File: src/rtl/sd_init_sequencer.sv
`default_nettype none
// ============================================================================
// Module   : sd_init_sequencer
// Purpose  : SD-card power-up and identification sequencer driving the SDIO
//            command engine (CMD0, CMD8, CMD55/ACMD41 loop, CMD2, CMD3, CMD7).
// Revision : 1.0
// ============================================================================
module sd_init_sequencer #(
   parameter logic [15:0] POWERUP_WAIT   = 16'd50000,
   parameter logic [15:0] ACMD41_RETRIES = 16'd1000,
   parameter logic [15:0] RETRY_GAP      = 16'd5000
) (
   input  logic        clk,
   input  logic        rst,
   input  logic        start,
   output logic        cmd_valid,
   input  logic        cmd_ready,
   output logic [5:0]  cmd_index,
   output logic [31:0] cmd_arg,
   output logic [1:0]  cmd_resp_type,
   input  logic        resp_valid,
   input  logic        resp_timeout,
   input  logic        resp_crc_err,
   input  logic [31:0] resp_arg,
   output logic        busy,
   output logic        init_done,
   output logic        init_error,
   output logic [2:0]  error_code,
   output logic [15:0] rca,
   output logic        ccs,
   output logic        fast_clk
);

   typedef enum logic [2:0] {
      ST_IDLE, ST_POWERUP, ST_ISSUE, ST_WAIT_RESP, ST_GAP, ST_DONE, ST_ERROR
   } state_t;

   typedef enum logic [2:0] {
      S_CMD0, S_CMD8, S_CMD55, S_ACMD41, S_CMD2, S_CMD3, S_CMD7
   } step_t;

   state_t      state, state_nx;
   step_t       step, step_nx;
   logic [15:0] cnt, cnt_nx, retry, retry_nx;
   logic        v2, v2_nx;
   logic        cmd_valid_nx, busy_nx, init_done_nx, init_error_nx, ccs_nx, fast_clk_nx;
   logic [5:0]  cmd_index_nx;
   logic [31:0] cmd_arg_nx;
   logic [1:0]  cmd_resp_type_nx;
   logic [2:0]  error_code_nx, fail_code;
   logic [15:0] rca_nx;
   logic [5:0]  step_index;
   logic [31:0] step_arg;
   logic [1:0]  step_type;

   always_comb begin
      step_index = 6'd0;
      step_arg   = 32'h0;
      step_type  = 2'd1;
      case (step)
         S_CMD0:   step_type = 2'd0;
         S_CMD8:   begin step_index = 6'd8;  step_arg = 32'h0000_01AA; end
         S_CMD55:  step_index = 6'd55;
         S_ACMD41: begin step_index = 6'd41; step_arg = v2 ? 32'h40FF_8000 : 32'h00FF_8000; end
         S_CMD2:   begin step_index = 6'd2;  step_type = 2'd2; end
         S_CMD3:   step_index = 6'd3;
         S_CMD7:   begin step_index = 6'd7;  step_arg = {rca, 16'h0}; end
         default:  step_type = 2'd0;
      endcase
   end

   always_comb begin
      state_nx         = state;
      step_nx          = step;
      cnt_nx           = cnt;
      retry_nx         = retry;
      v2_nx            = v2;
      cmd_valid_nx     = cmd_valid;
      cmd_index_nx     = cmd_index;
      cmd_arg_nx       = cmd_arg;
      cmd_resp_type_nx = cmd_resp_type;
      init_done_nx     = init_done;
      init_error_nx    = init_error;
      error_code_nx    = error_code;
      rca_nx           = rca;
      ccs_nx           = ccs;
      fast_clk_nx      = fast_clk;
      fail_code        = 3'd0;

      case (state)
         ST_IDLE, ST_DONE, ST_ERROR: begin
            if (start) begin
               init_done_nx  = 1'b0;
               init_error_nx = 1'b0;
               error_code_nx = 3'd0;
               rca_nx        = 16'h0;
               ccs_nx        = 1'b0;
               fast_clk_nx   = 1'b0;
               retry_nx      = 16'h0;
               v2_nx         = 1'b0;
               cnt_nx        = 16'h0;
               state_nx      = ST_POWERUP;
            end
         end
         ST_POWERUP: begin
            if (cnt == POWERUP_WAIT) begin
               state_nx = ST_ISSUE;
               step_nx  = S_CMD0;
            end else begin
               cnt_nx = cnt + 16'd1;
            end
         end
         ST_ISSUE: begin
            // Fields depend only on step/rca/v2, which are frozen here, so they stay stable.
            if (cmd_valid && cmd_ready) begin
               cmd_valid_nx = 1'b0;
               state_nx     = ST_WAIT_RESP;
            end else begin
               cmd_valid_nx     = 1'b1;
               cmd_index_nx     = step_index;
               cmd_arg_nx       = step_arg;
               cmd_resp_type_nx = step_type;
            end
         end
         ST_WAIT_RESP: begin
            if (resp_timeout) begin
               if (step == S_CMD8) begin
                  v2_nx    = 1'b0;
                  step_nx  = S_CMD55;
                  state_nx = ST_ISSUE;
               end else begin
                  fail_code = 3'd3;
               end
            end else if (resp_valid) begin
               // R3 (ACMD41) carries no valid CRC, so its CRC flag is meaningless.
               if (resp_crc_err && step != S_ACMD41) begin
                  fail_code = 3'd4;
               end else begin
                  state_nx = ST_ISSUE;
                  case (step)
                     S_CMD0: step_nx = S_CMD8;
                     S_CMD8: begin
                        if (resp_arg[11:0] != 12'h1AA) begin
                           fail_code = 3'd1;
                        end else begin
                           v2_nx   = 1'b1;
                           step_nx = S_CMD55;
                        end
                     end
                     S_CMD55: begin
                        if (retry != 16'hFFFF) retry_nx = retry + 16'd1;
                        step_nx = S_ACMD41;
                     end
                     S_ACMD41: begin
                        if (resp_arg[31]) begin
                           ccs_nx  = resp_arg[30] & v2;
                           step_nx = S_CMD2;
                        end else if (retry == ACMD41_RETRIES || ACMD41_RETRIES == 16'd0) begin
                           fail_code = 3'd2;
                        end else begin
                           cnt_nx   = 16'h0;
                           state_nx = ST_GAP;
                        end
                     end
                     S_CMD2: step_nx = S_CMD3;
                     S_CMD3: begin
                        rca_nx  = resp_arg[31:16];
                        step_nx = S_CMD7;
                     end
                     S_CMD7: begin
                        fast_clk_nx  = 1'b1;
                        init_done_nx = 1'b1;
                        state_nx     = ST_DONE;
                     end
                     default: fail_code = 3'd3;
                  endcase
               end
            end
         end
         ST_GAP: begin
            if (cnt == RETRY_GAP) begin
               step_nx  = S_CMD55;
               state_nx = ST_ISSUE;
            end else begin
               cnt_nx = cnt + 16'd1;
            end
         end
         default: state_nx = ST_IDLE;
      endcase

      if (fail_code != 3'd0) begin
         init_error_nx = 1'b1;
         error_code_nx = fail_code;
         state_nx      = ST_ERROR;
      end

      busy_nx = (state_nx == ST_POWERUP) || (state_nx == ST_ISSUE) ||
                (state_nx == ST_WAIT_RESP) || (state_nx == ST_GAP);
   end

   always_ff @(posedge clk) begin
      if (rst) begin
         state         <= ST_IDLE;
         step          <= S_CMD0;
         cnt           <= 16'h0;
         retry         <= 16'h0;
         v2            <= 1'b0;
         cmd_valid     <= 1'b0;
         cmd_index     <= 6'd0;
         cmd_arg       <= 32'h0;
         cmd_resp_type <= 2'd0;
         busy          <= 1'b0;
         init_done     <= 1'b0;
         init_error    <= 1'b0;
         error_code    <= 3'd0;
         rca           <= 16'h0;
         ccs           <= 1'b0;
         fast_clk      <= 1'b0;
      end else begin
         state         <= state_nx;
         step          <= step_nx;
         cnt           <= cnt_nx;
         retry         <= retry_nx;
         v2            <= v2_nx;
         cmd_valid     <= cmd_valid_nx;
         cmd_index     <= cmd_index_nx;
         cmd_arg       <= cmd_arg_nx;
         cmd_resp_type <= cmd_resp_type_nx;
         busy          <= busy_nx;
         init_done     <= init_done_nx;
         init_error    <= init_error_nx;
         error_code    <= error_code_nx;
         rca           <= rca_nx;
         ccs           <= ccs_nx;
         fast_clk      <= fast_clk_nx;
      end
   end

endmodule
`default_nettype wire

File: config.mk
export PLATFORM = sky130hd
export DESIGN_NAME = sd_init_sequencer
export DESIGN_NICKNAME = d
export VERILOG_FILES = /design/src/rtl/sd_init_sequencer.sv
export SDC_FILE = /design/constraint.sdc
export NUM_CORES = 1
export LEC_CHECK = 0
export CAP_MARGIN = 20
export CORE_ASPECT_RATIO = 1.2
export CORE_MARGIN = 4
export CORE_UTILIZATION = 51
export DETAILED_ROUTE_END_ITERATION = 10
export HOLD_SLACK_MARGIN = 0.02
export PLACE_DENSITY = 0.91
export SETUP_SLACK_MARGIN = 0.5
export SYNTH_ARGS = -nofsm -noshare
export SYNTH_HDL_FRONTEND = slang
export SYNTH_SLANG_ARGS = --single-unit
File: constraint.sdc
create_clock -name clk -period 2.9 [get_ports clk]
set_clock_uncertainty 0.15 [all_clocks]
set_input_delay 0.725 -clock clk [delete_from_list [all_inputs] [get_ports clk]]
set_output_delay 0.725 -clock clk [all_outputs]
set_load 0.01 [all_outputs]
==> After elaboration in Yosys (flattened, before gate mapping) <==
Index checks and enable logic that the tools add are counted.
{ "totals": {"out_inout_bits": 65, "in_bits": 39, "ff_bits": 103} }
{ "op_classes": {"eq_ne": 46, "reduce_logical": 25, "addsub": 2, "bitwise_logic": 2, "n_mux": 82} }
{ "op_table": {"columns": ["operator", "count"], "rows": [
  ["$mux 16", 18],
  ["$pmux 32 s3", 1],
  ["$mux 3", 26],
  ["$pmux 16 s2", 2],
  ["$pmux 16 s4", 1],
  ["$pmux 6 s6", 1],
  ["$add 16x1->16 const B", 2],
  ["$mux 31", 1],
  ["$ne 2x2->1 const B", 14],
  ["$eq 3x3->1 const B", 7],
  ["$mux 1", 20],
  ["$eq 3x2->1 const B", 6],
  ["$pmux 3 s6", 1],
  ["$reduce_and 6->1", 3],
  ["$eq 16x10->1 const B", 1],
  ["$eq 16x13->1 const B", 1],
  ["$eq 16x16->1 const B", 1],
  ["$ne 16x16->1 const B", 1],
  ["$pmux 3 s5", 1],
  ["$reduce_and 7->1", 2],
  ["$ne 12x9->1 const B", 1],
  ["$ne 3x3->1 const B", 4],
  ["$reduce_and 10->1", 1],
  ["$reduce_or 5->1", 2],
  ["22 further kinds", 39]
]} }

==> Longest topological paths before layout <==
{ "depth": {"depth_word": 14, "depth_mapped": 10, "mapped_depth_nobuf": 8} }

==> Worst setup path before layout <==
Ideal clock, no wire load.
{ "synth_timing": {"kind": "input -> register", "startpoint": "input port resp_timeout", "endpoint": "register cnt[12]", "slack_ps": 477, "arrival_ps": 2202, "setup_ps": 70, "n_path_buf": 1, "stages": 7, "path_cell_list": "nand2b_1 -> a21oi_2 -> o21ai_0 -> a211o_1 -> buf_2 -> or4_1 -> a21oi_1"} }
{ "synth_via": {"elab_chain_cells": 2} }
{ "synth_lines": {"columns": ["element", "line_no", "text"], "rows": [
  ["start: declaration", "22", "input logic resp_timeout,"],
  ["$ne 2x2->1 (no line)", null, null],
  ["$reduce_and 10->1 (no line)", null, null],
  ["end signal: assignment", "222", "cnt <= cnt_nx;"],
  ["end: declaration", "44", "logic [15:0] cnt, cnt_nx, retry, retry_nx;"]
]} }
No other way between the ends.
A chain may end at the register's enable or synchronous reset.

==> Final worst setup path <==
{ "layout_timing": {"startpoint": "register cnt[1]", "endpoint": "register busy"} }
{ "layout_via": {"elab_chain_cells": 8} }
{ "layout_lines": {"columns": ["element", "line_no", "text"], "rows": [
  ["$eq 16x13->1 / $eq 16x16->1 (equally long branches)", "181, 106", null],
  ["$mux 3 (on tied branches)", "181, 106", null],
  ["$pmux 3 s5 (*)", "90", "case (state)"],
  ["$mux 3 (*)", "191", "if (fail_code != 3'd0) begin"],
  ["$eq 3x1->1 / $eq 3x2->1 (equally long branches)", "197", "busy_nx = (state_nx == ST_POWERUP) || (state_nx == ST_ISSUE) ||"],
  ["$logic_or 1x1->1 (2 in a row)", "197", null],
  ["$logic_or 1x1->1 (*)", "198", "(state_nx == ST_WAIT_RESP) || (state_nx == ST_GAP);"],
  ["end signal: assignment", "229", "busy <= busy_nx;"],
  ["end: declaration", "25", "output logic busy,"]
]} }
Mark *: on every way between the ends. The rest lies on a longest branch, timed or not.

==> flow_summary_export.csv <==
group,metric,value,unit
status,status,"complete, no violations",
pwr,comb_power_share,10.7,%
logic_synthesis,synth_enable_flop_cells,0,
placed_design,finalWeightedCongestion,0.956,
flow_run,maxCapViolCount,0,
route,dr.pass1.iters,6,
cts,cts-buffers-inserted,9,
pwr,powerDensity,403,nW/µm²
pwr,total_leakage_power,2.27,nW
min_path,hold_path_end,"cmd_resp_type[0]",
sta,setup-violations-final,0,
critical_path,timing.reg2reg.worst_path_depth,9,
logic_synthesis,mappedNetlistArea,4610,µm²
sta,worst_pin_slew,564,ps
cts,clock_sinks,89,
sta,min_period_over_period,85.1,%
logic_synthesis,async_reset_ff_share,0,%
cells_and_area,areaGrowthSynthToFinish,37.3,%
pwr,clkPwrFrac,40.8,%
route,via_count,4975,
die,die-height,112,µm
critical_path,critical_path.reg2reg.endpoint,"busy",
route,finalWirelength,14.7,mm
grt,grt_start_max_net_pins,50,
cts,cts_hold_repair.buffers,0,
cells_and_area,post_layout_utilization_of_the_core,72.7,%
logic_synthesis,synth.top_cells.by_area,"dfxtp_1 39%, a21oi_1 7.3%, nand2_1 5.5%",
logic_synthesis,share_of_the_synthesized_area_in_the_top_cell_type,38.7,%
grt,first_global_vias,4774,
min_path,startpoint_of_the_lowest_slack_hold_path,"cmd_resp_type[0]",
grt,grt_antenna_before_repair,0,
logic_synthesis,dominantRegCellSynth,"dfxtp_1",
logic_synthesis,netlist.top_cell.by_area,"dfxtp_1",
critical_path,worst_setup_path_start_kind,"flip-flop",
die,die_width,94.8,µm
pwr,internal_power,1.93,mW
placed_design,detail_placement_hpwl,9.70,mm
pwr,switching_share,24.1,%
logic_synthesis,yosys_register_bits,89,
critical_path,r2r_slack,430,ps
cts,worstSkewPairLatency,360,ps
cts,ctsLongestPathBuffers,2,
cts,h_tree_level_count,3,
critical_path,critical_path_required,3050,ps
route,route.detailed.vias_per_inst,6.21,
cells_and_area,instances_no_fill,801,
pwr,power.share.sequential,48.5,%
min_path,min_path_cells,2,
logic_synthesis,yosysWarnings,0,
logic_synthesis,syn_inst,576,
cts,root_buffer,"clkbuf_8",
critical_path,crit_type,"reg2reg",
grt,grt_first_pass_wirelength,22.2,mm
critical_path,worst_r2r_startpoint,"cnt[1]",
logic_synthesis,synth_cell_types,73,
route,dr.first_iter.drc_count,365,
logic_synthesis,synth_most_common_cell,"dfxtp_1",
die,area_of_the_core_region,8700,µm²
sta,whs,314,ps
sta,maxSlewViolCount,0,
pwr,vdd_drop_max,0.000229,V
critical_path,worst_path_fanout_max,6,
die,top_level_pins,104,
cells_and_area,final_nets,722,
pwr,switchingPower,614,µW
placed_design,placed_cells,772,
critical_path,worst-endpoint-arrival,2620,ps
sta,hold_viol_final,0,
logic_synthesis,sequential_share_of_the_synthesized_area,38.7,%
sta,rsz_0062_raised_after_global_routing,"yes",
cells_and_area,antenna_cells_inserted,0,
sta,maxClockFrequency,0.405,GHz
route,ant_nets,0,
cts,post_cts_clock_slew_at_the_launch_and_capture_registers_of_the_worst_setup_and_hold_paths,90,ps
grt,globalRouteOverflowTotal,0,
critical_path,worst_setup_path_end_kind,"flip-flop",
cts,tritoncts,"done",
logic_synthesis,post_synth_most_frequent_cells,"89 x dfxtp_1, 67 x a21oi_1, 67 x nand2_1",
min_path,hold_path_class,"reg2reg",
die,core.rowCount,37,
sta,final.min_clock_period,2470,ps
logic_synthesis,synth_area_per_inst,8.00,µm²
route,routed_wire_length_per_instance,18.3,µm
route,drc,0,
sta,maxSlewHeadroom,62.3,%
die,die_area,10600,µm²
placed_design,place.port_buffers,89,
cells_and_area,layout-drive-gt1-share,18.4,%
die,effective_utilization_at_floorplan,52.9,%
grt,grt_usage,25.6,%
## layout make-up
| type | count | area [µm²] |
|---|---|---|
| Fill cell | 608 | 2380 |
| Timing Repair Buffer | 136 | 1300 |
| Clock buffer | 9 | 124 |
| Tap cell | 117 | 146 |
| Inverter | 12 | 47.5 |
| Sequential cell | 89 | 1800 |
| Clock inverter | 7 | 124 |
| Multi-Input combinational cell | 431 | 2780 |
## placed cells by master, fill, tap and decap left out, types with 10 or more instances in the layout
cell type and n:
nor2_1 46, or3_1 12, dlymetal6s2s_1 11, clkdlybuf4s50_1 71
buf_4 40, o21ai_0 19, a211oi_1 13, a21oi_1 61
conb_1 10, nand2_1 66, nand4_1 11, nand3_1 41
dfxtp_1 80
## critical path, stage by stage, from the launching register on
cell and delay (ps):
dfxtp_4 370, inv_2 60, ha_4 110, and4b_2 260, nand4_1 230, buf_4 220
buf_4 130, a221oi_2 360, nor3b_1 290, mux2_2 230
## per-layer routing
layer  global-route usage [%]  up-vias  wire (µm)
met2                     46.8      240       7750
met5                        0        -          0
met1                     28.5     2407       5460
met4                     11.2        0        527
met3                     4.36       56        935
li1                         -     2272          -
## sequential cells by signal (all words and copies together), names as in the netlist, 2 cells and up
| name | count |
|---|---|
| error_code | 3 |
| cmd_index | 6 |
| step | 3 |
| retry | 16 |
| cmd_arg | 18 |
| rca | 16 |
| state | 3 |
| cmd_resp_type | 2 |
| cnt | 16 |
## power by group through the flow
stage	Combinational [mW]	Clock, mW	Sequential, mW
after detailed placement	0.230	0	1.26
after global routing	0.290	1.10	1.24
final	0.273	1.04	1.24
after global placement	0.222	0	1.26
after floorplan	0.129	0	1.26
after CTS	0.246	1.05	1.24
## worst max path at each step
stage | from | end | slack [ps] | depth (start not counted)
after floorplan | start | retry[9] | 510 | 6
after global placement | start | cnt[13] | -60 | 8
after detailed placement | resp_valid | cnt[14] | -100 | 7
after CTS | resp_arg[7] | step[2] | 480 | 7
after global routing | cnt[1] | cnt[10] | 400 | 9
final | cnt[1] | busy | 430 | 9
## cell families after synthesis
group | share of synthesized area, %
AOI/OAI and AO/OA | 21.7
xor gates and xnor gates | 1.90
adders and majority gates | 1.33
buffers and inverters | 7.20
DFF | 38.7
muxes | 0.679
other | 0.0814
and+or+nand+nor | 28.4
## repair_timing
| item | CTS | global route |
|---|---|---|
| pin swaps | 13 | 30 |
| gates cloned | 1 | 0 |
| setup endpoints to repair | 48 | 55 |
| gates resized for setup | 32 | 57 |
| setup buffers | 7 | 5 |
## metrics by stage
| stage | setup TNS, ps | setup WS [ps] | total power, mW | cell area (µm²) |
|---|---|---|---|---|
| 3_3_place_gp | -442 | -55.3 | 1.49 | 5690 |
| 5_1_grt | 0 | 405 | 2.63 | 6320 |
| 3_5_place_dp | -1650 | -98.5 | 1.49 | 5690 |
| 2_1_floorplan | 0 | 506 | 1.39 | 4660 |
| 4_1_cts | 0 | 476 | 2.53 | 6090 |
| 6_report | 0 | 431 | 2.55 | 6320 |
Note: power is estimated with default switching activity, not from simulation.
